--- src/rtl/period_wave_gen.sv ---
// Square-wave generator: after aligning to a rising edge of si, emits periods of
// Diff_fre_h high cycles followed by Diff_fre_l low cycles while locked and en hold.
module period_wave_gen #(
    parameter int unsigned COUNTBW = 20,
    parameter int unsigned CYCBW   = 16
) (
    input  logic               clk,
    input  logic               init_n,
    input  logic               locked,
    input  logic [COUNTBW-1:0] Diff_fre_h,
    input  logic [COUNTBW-1:0] Diff_fre_l,
    input  logic               si,
    input  logic               en,
    output logic               so,
    output logic               active,
    output logic [CYCBW-1:0]   cycles,
    output logic               clamped
);

    typedef enum logic [1:0] {StIdle, StArm, StHigh, StLow} state_e;

    state_e             state_q, state_d;
    logic               si_d;
    logic               si_rise;
    logic               run_ok;
    logic               load;
    logic               h_end, l_end;
    logic [COUNTBW-1:0] cnt_q, cnt_d;
    logic [COUNTBW-1:0] sh_h_q, sh_h_d;
    logic [COUNTBW-1:0] sh_l_q, sh_l_d;
    logic [CYCBW-1:0]   cycles_q, cycles_d;
    logic               clamped_q, clamped_d;
    logic               so_q, so_d;

    assign si_rise = si & ~si_d;
    assign run_ok  = locked & en;
    assign h_end   = (cnt_q == sh_h_q - COUNTBW'(1));
    assign l_end   = (cnt_q == sh_l_q - COUNTBW'(1));

    // State register
    always_ff @(posedge clk or negedge init_n) begin
        if (!init_n) begin
            state_q <= StIdle;
        end else begin
            state_q <= state_d;
        end
    end

    // Next-state logic; a running period always completes before stopping
    always_comb begin
        state_d = state_q;
        unique case (state_q)
            StIdle: if (run_ok) state_d = StArm;
            StArm: begin
                if (!run_ok) begin
                    state_d = StIdle;
                end else if (si_rise) begin
                    state_d = StHigh;
                end
            end
            StHigh: if (h_end) state_d = StLow;
            StLow: begin
                if (l_end) begin
                    state_d = run_ok ? StHigh : StIdle;
                end
            end
            default: state_d = StIdle;
        endcase
    end

    // Output logic; so lags the state by one register stage
    always_comb begin
        so_d   = (state_q == StHigh);
        active = (state_q == StHigh) || (state_q == StLow);
    end

    // Datapath next-state: phase counter, shadow lengths, period count, clamp flag
    always_comb begin
        load      = (state_d == StHigh) && (state_q != StHigh);
        cnt_d     = '0;
        sh_h_d    = sh_h_q;
        sh_l_d    = sh_l_q;
        cycles_d  = cycles_q;
        clamped_d = clamped_q;

        if (state_d == state_q && (state_q == StHigh || state_q == StLow)) begin
            cnt_d = cnt_q + COUNTBW'(1);
        end

        if (load) begin
            sh_h_d = (Diff_fre_h == '0) ? COUNTBW'(1) : Diff_fre_h;
            sh_l_d = (Diff_fre_l == '0) ? COUNTBW'(1) : Diff_fre_l;
            if (Diff_fre_h == '0 || Diff_fre_l == '0) begin
                clamped_d = 1'b1;
            end
        end

        if (state_q == StLow && l_end) begin
            cycles_d = cycles_q + CYCBW'(1);
        end
    end

    always_ff @(posedge clk or negedge init_n) begin
        if (!init_n) begin
            si_d      <= 1'b0;
            cnt_q     <= '0;
            sh_h_q    <= '0;
            sh_l_q    <= '0;
            cycles_q  <= '0;
            clamped_q <= 1'b0;
            so_q      <= 1'b0;
        end else begin
            si_d      <= si;
            cnt_q     <= cnt_d;
            sh_h_q    <= sh_h_d;
            sh_l_q    <= sh_l_d;
            cycles_q  <= cycles_d;
            clamped_q <= clamped_d;
            so_q      <= so_d;
        end
    end

    assign so      = so_q;
    assign cycles  = cycles_q;
    assign clamped = clamped_q;

endmodule

--- config.mk ---
export PLATFORM = sky130hd
export DESIGN_NAME = period_wave_gen
export DESIGN_NICKNAME = d
export VERILOG_FILES = /design/src/rtl/period_wave_gen.sv
export SDC_FILE = /design/constraint.sdc
export NUM_CORES = 1
export LEC_CHECK = 0
export ABC_AREA = 1
export CORE_ASPECT_RATIO = 1.5
export CORE_MARGIN = 5
export CORE_UTILIZATION = 55
export DETAILED_ROUTE_END_ITERATION = 8
export PLACE_DENSITY = 0.79
export SYNTH_ARGS = -nofsm -noshare
export SYNTH_HDL_FRONTEND = slang
export SYNTH_SLANG_ARGS = --single-unit
--- constraint.sdc ---
create_clock -name clk -period 4.7 [get_ports clk]
set_input_delay 0.705 -clock clk [delete_from_list [all_inputs] [get_ports clk]]
set_output_delay 0.705 -clock clk [all_outputs]
set_load 0.05 [all_outputs]
# Yosys cells after proc, flatten, opt, wreduce, memory -nomap -nowiden
# Index checks and enable logic that the tools add are counted.
# classes
n_addsub	4
eq_ne	8
n_mux	10
bitwise_logic	3
n_reduce_logical	9
# op_table
cell	count
20-bit two-way mux	3
20-bit equality test	2
20-bit zero test	2
20-bit by 1-bit subtractor with 20-bit output (second input constant)	2
20-bit by 1-bit adder with 20-bit output (second input constant)	1
16-bit by 1-bit adder with 16-bit output (second input constant)	1
2-bit two-way mux	6
2-bit one-hot mux with 4 select lines	1
2-bit equality test (second input constant)	3
1-bit logical AND	3
1-bit AND	2
2-bit by 1-bit equality test with 1-bit output (second input constant)	1
2-bit equality test	1
2-bit zero test	1
1-bit logical OR	2
2-bit inequality test (second input constant)	1
2-bit AND reduction	1
1-bit inverter	1
# totals
ff_bits	81
in_bits	45
out_inout_bits	19
wordCells	42

# Longest topological paths before layout
# logic_depth
word_depth	8
depth_mapped	20
ltp_nobuf	19

# Worst setup path before layout
# Ideal clock, no wire load.
# synth_timing
path_kind	register to register
start	register sh_l_q[0]
end	register sh_h_q[13]
setup_time_ns	0.117
arrival_time_ns	2.141
t_required_ns	4.583
path_slack_ns	2.442
stages_incl_launch_ff	19
n_path_buf	1
synth_period_minus_slack_ns	2.258
cell_sequence	dfrtp_1 > inv_1 > ha_1 > nand3_1 > nor2_4 > nand3_2 > inv_2 > nand2_1 > nand2_1 > inv_2 > nor2_1 > nand2_1 > o21bai_2 > nand3_2 > nand2_2 > nand2_4 > buf_6 > nand2_1 > nand2_1
# synth_via
elab_chain_cells	6
# synth_rtl
item	line_no	rtl
start, declared	30	logic [COUNTBW-1:0] sh_l_q, sh_l_d;
start signal, assigned	116	sh_l_q <= sh_l_d;
20-bit by 1-bit subtractor with 20-bit output	38	assign l_end = (cnt_q == sh_l_q - COUNTBW'(1));
20-bit equality test	38	
2-bit two-way mux	63	if (l_end) begin
2-bit one-hot mux with 4 select lines	52	unique case (state_q)
2-bit equality test	79	load = (state_d == StHigh) && (state_q != StHigh);
1-bit logical AND	79	
end signal, assigned	115	sh_h_q <= sh_h_d;
end, declared	29	logic [COUNTBW-1:0] sh_h_q, sh_h_d;
# No other way between the ends.
# A chain may end at the register's enable or synchronous reset.

# Worst setup path after layout
# layout_timing
start	register sh_l_q[0]
end	register sh_h_q[15]
# Same word-level chain as after synthesis.

==> parameters.txt <==
Parameter                              Value

Clocking
  Max clock buf depth ... 2
  Clock latency of the later-clocked register in the worst-skew pair ... 0.34 ns
  Clock root buffer ... sky130_fd_sc_hd__clkbuf_16
  Clock tree from TritonCTS ... done
  Post-CTS Resized ... 0
  H-tree depth reported by CTS ... 3
  Post-CTS Setup Bufs ... 0
  CTS Hold Buffers Added ... 0
  Clock Sink Count ... 81
  Register clock-pin slew on the reported worst setup and hold paths ... 0.06 ns
  Clock buffer count from CTS ... 9

Synthesis
  Nets in the synthesized netlist ... 841
  Post-synthesis instance area ... roughly 0.0054 mm²
  Per-instance average area after synthesis ... 6.87 µm²
  Total of warnings raised by yosys ... 0
  Proportion of synthesized chip area in sequential cells ... 0.372
  Main flop type after synthesis ... sky130_fd_sc_hd__dfrtp_1
  Count of flip-flops with a built-in enable after synthesis ... 0
  Synth unique cells ... 34
  Async SR Flop Fraction ... 1.00
  Number of register bits inferred by synthesis ... 81
  Synth Instances ... around 800

STA
  Fmax ... 288 MHz
  Clk_skew ... between 0.007 and 0.008 ns
  Final-layout setup total negative slack ... 0 ns
  Slew @ Worst Pin ... 1.01 ns
  Number of slew-limit violations in the final report ... 0
  Hold Fails Final Rpt ... 0
  Tmin final ... between 3 and 4 ns
  Setup repair after global routing missed its margin ... false
  Final cycle utilization of the critical path ... 0.738
  Worst slew margin ... 0.330
  Worst Hold Margin ... 0.482 ns
  Number of setup violations in the final report ... 0

GRT
  Largest net degree at the start of global routing ... 82
  Total congestion overflow ... 0
  Antenna violations before repair ... 0
  Vias in the first global route ... 5,364
  Total routing resource utilization after global routing ... 0.237
  First-pass GRT wire length ... 23,600 µm

Floorplanning
  Die extent in x ... between 90 and 100 µm
  Number of primary I/O pins ... 64
  Vert. Die Dim ... 132 µm
  Area enclosed by the die boundary ... approximately 0.012 mm²
  Starting utilization of the core area ... 0.562
  # rows ... 44
  Std-Cell Core Area ... 0.00969 mm²

Setup path
  Reg-to-reg slack, setup ... 1.23 ns
  Total buffers and inverters traversed by the critical path ... 1
  Crit-path cells ... inv_1 -> ha_1 -> nand3_1 -> nor2_4 -> nand2_1 -> nand2_1 -> nand2_1 -> nand2_1 -> nand2_1 -> nor2_1 -> nand2_1 -> o21bai_2 -> nand3_2 -> nand2_2 -> nand2_4 -> nand2_1 -> nand2_1
  WP data arrival ... 3.69 ns
  Largest driver fanout on the critical path ... 43
  Critical path data required time ... 4.92 ns
  CP max stage cell ... sky130_fd_sc_hd__nand2_2
  Family of cells with the greatest summed delay on the critical path ... simple AND/OR/NAND/NOR gates
  Critical setup path kind ... flip-flop to flip-flop
  Delay contributed by the slowest stage of the critical path ... 0.64 ns
  Category of the worst setup path launch point ... flip-flop
  Reg-to-reg startpoint ... sh_l_q[0]
  End of the worst register-to-register path ... sh_h_q[15]
  Type of destination of the critical path ... flip-flop
  Crit-path most repeated cell ... sky130_fd_sc_hd__nand2_1
  Depth of the worst register-to-register path ... 17

Cells and area
  Area of all placed cells without fillers ... ~0.0063 mm²
  Fill cell instance count of the final layout ... 854
  Most frequent cells in the layout ... 259 x sky130_fd_sc_hd__nand2_1, 101 x sky130_fd_sc_hd__nor2_1, 91 x sky130_fd_sc_hd__nand3_1
  Most common library cell in the layout ignoring fill and taps ... sky130_fd_sc_hd__nand2_1
  Area delta synth->final ... 16.5%
  Number of nets at the end of the flow ... 889
  Antenna Diode Count ... 0
  Flip-flop and latch area ... 0.00203 mm²
  Multi-input gate area in the final layout ... about 0.0029 mm²
  Ratio of cells with drive above 1 in the final layout ... 0.0402

Route
  Detailed-router iteration count before antenna repair ... 5
  Overall via count from detail_route ... 5,184
  Routed length per instance ... 14.2 µm
  DR DRC count ... 0
  Wirelength, routed ... 13,600 µm
  Detailed Route Iter0 Violations ... 296
  Residual antenna-violating net count after detailed routing ... 0
  Ratio of routed vias to standard cells ... 5.40

Placement
  Routability Congestion ... 0.884
  Cell area after placement ... 0.00606 mm²
  Final HPWL from detailed placement ... between 10,000 and 15,000 µm
  IO Port Bufs ... between 60 and 70

Pwr
  IR drop worst, VDD ... 0.274 mV
  Pwr Density ... 544 mW/mm²
  Leak pwr ... 3.11 nW

Min path
  Capture endpoint of the worst hold path ... clamped
  Hold/Removal Path Class ... flip-flop to flip-flop
  Beginning of the worst hold path ... clamped
  Worst hold path stage count ... 2

Flow run
  Max-cap check violation count ... 0

Status
  Result of the run ... complete, no violations
## cell usage after synthesis (2+ instances only)
cell type	n	area [µm²]
sky130_fd_sc_hd__inv_1	90	338
sky130_fd_sc_hd__buf_6	5	56.3
sky130_fd_sc_hd__clkbuf_1	9	33.8
sky130_fd_sc_hd__nand4_1	12	75.1
sky130_fd_sc_hd__dfrtp_1	81	2030
sky130_fd_sc_hd__nor3_1	8	40.0
sky130_fd_sc_hd__nand3_1	91	455
sky130_fd_sc_hd__xor2_1	42	368
sky130_fd_sc_hd__nand3b_1	6	45.0
sky130_fd_sc_hd__buf_4	4	30.0
sky130_fd_sc_hd__ha_1	4	50.1
sky130_fd_sc_hd__clkbuf_2	2	10.0
sky130_fd_sc_hd__buf_2	7	35.0
sky130_fd_sc_hd__xnor2_1	23	201
sky130_fd_sc_hd__nor2_1	101	379
sky130_fd_sc_hd__nor4_1	15	93.8
sky130_fd_sc_hd__inv_2	2	7.51
sky130_fd_sc_hd__o21ai_0	10	50.1
sky130_fd_sc_hd__nand3_2	3	30.0
sky130_fd_sc_hd__nor2_4	2	22.5
sky130_fd_sc_hd__nor2_2	4	25.0
sky130_fd_sc_hd__nand2_1	259	972
## final cells by class
cell class              count  share of cell area
repair buffers             64               0.100
well taps                 115              0.0227
inverters                  92              0.0545
clock buffers              11              0.0399
clock inverters             5             0.00474
flip-flops and latches     81               0.320
multi-input cells         592               0.458
## worst reg2reg max path, delay by kind of cell, from the launching register on
family	cells	cell delay [ns]
AO/OA/AOI/OAI	1	0.16
adder cells (fa/ha/maj)	1	0.20
buffers and inverters	1	0.12
flip-flops	1	0.39
AND/OR/NAND/NOR	14	2.46
## logic make-up after synthesis
logic type,count (synthesis),share of synthesized area
AOI/OAI and AO/OA,16,0.0189
xor gates and xnor gates,65,0.105
adders and majority gates,4,0.00920
buffers and inverters,119,0.0938
DFF,81,0.372
and+or+nand+nor,507,0.401
## flip-flops by register name (all words and copies together) (netlist names)
name,flops
cnt_q,20
sh_h_q,20
so,1
si_d,1
cycles,16
state_q,2
clamped,1
sh_l_q,20
## layer usage
metal,vias to the layer above,global-route usage,wire length (µm)
li1,2568,-,-
met1,2392,0.264,5290
met2,166,0.416,6930
met3,58,0.0297,500
met4,0,0.157,877
met5,-,0,0
## worst max-delay path by stage
| stage | startpoint | end | slack (ns) | cells after the start |
|---|---|---|---|---|
| global route | sh_l_q[0] | sh_h_q[8] | 0.87 | 17 |
| floorplan | sh_l_q[0] | sh_h_q[13] | 2.44 | 18 |
| CTS | sh_l_q[0] | sh_h_q[15] | 1.25 | 17 |
| detailed placement | sh_l_q[0] | sh_h_q[15] | 1.28 | 17 |
| finish | sh_l_q[0] | sh_h_q[15] | 1.23 | 17 |
| global placement | sh_l_q[0] | sh_l_q[15] | 1.44 | 17 |
## per-stage QoR
| stage | util | cells | setup WS, ns | total power (W) |
|---|---|---|---|---|
| after detailed placement | 0.625 | 944 | 1.28 | 0.00278 |
| after global placement | 0.625 | 944 | 1.44 | 0.00270 |
| after global routing | 0.654 | 960 | 0.865 | 0.00377 |
| final | 0.654 | 960 | 1.23 | 0.00345 |
| after floorplan | - | 792 | 2.44 | 0.00244 |
| after CTS | 0.654 | 960 | 1.25 | 0.00345 |
## report_power, final
part,leakage [nW],switching (W),internal [W]
Combinational,1.92,0.00110,0.000547
Clock,0.137,0.000283,0.000384
Sequential,1.06,0.000240,0.000890
Total,3.11,0.00163,0.00182
(Power assumes the default switching activity.)
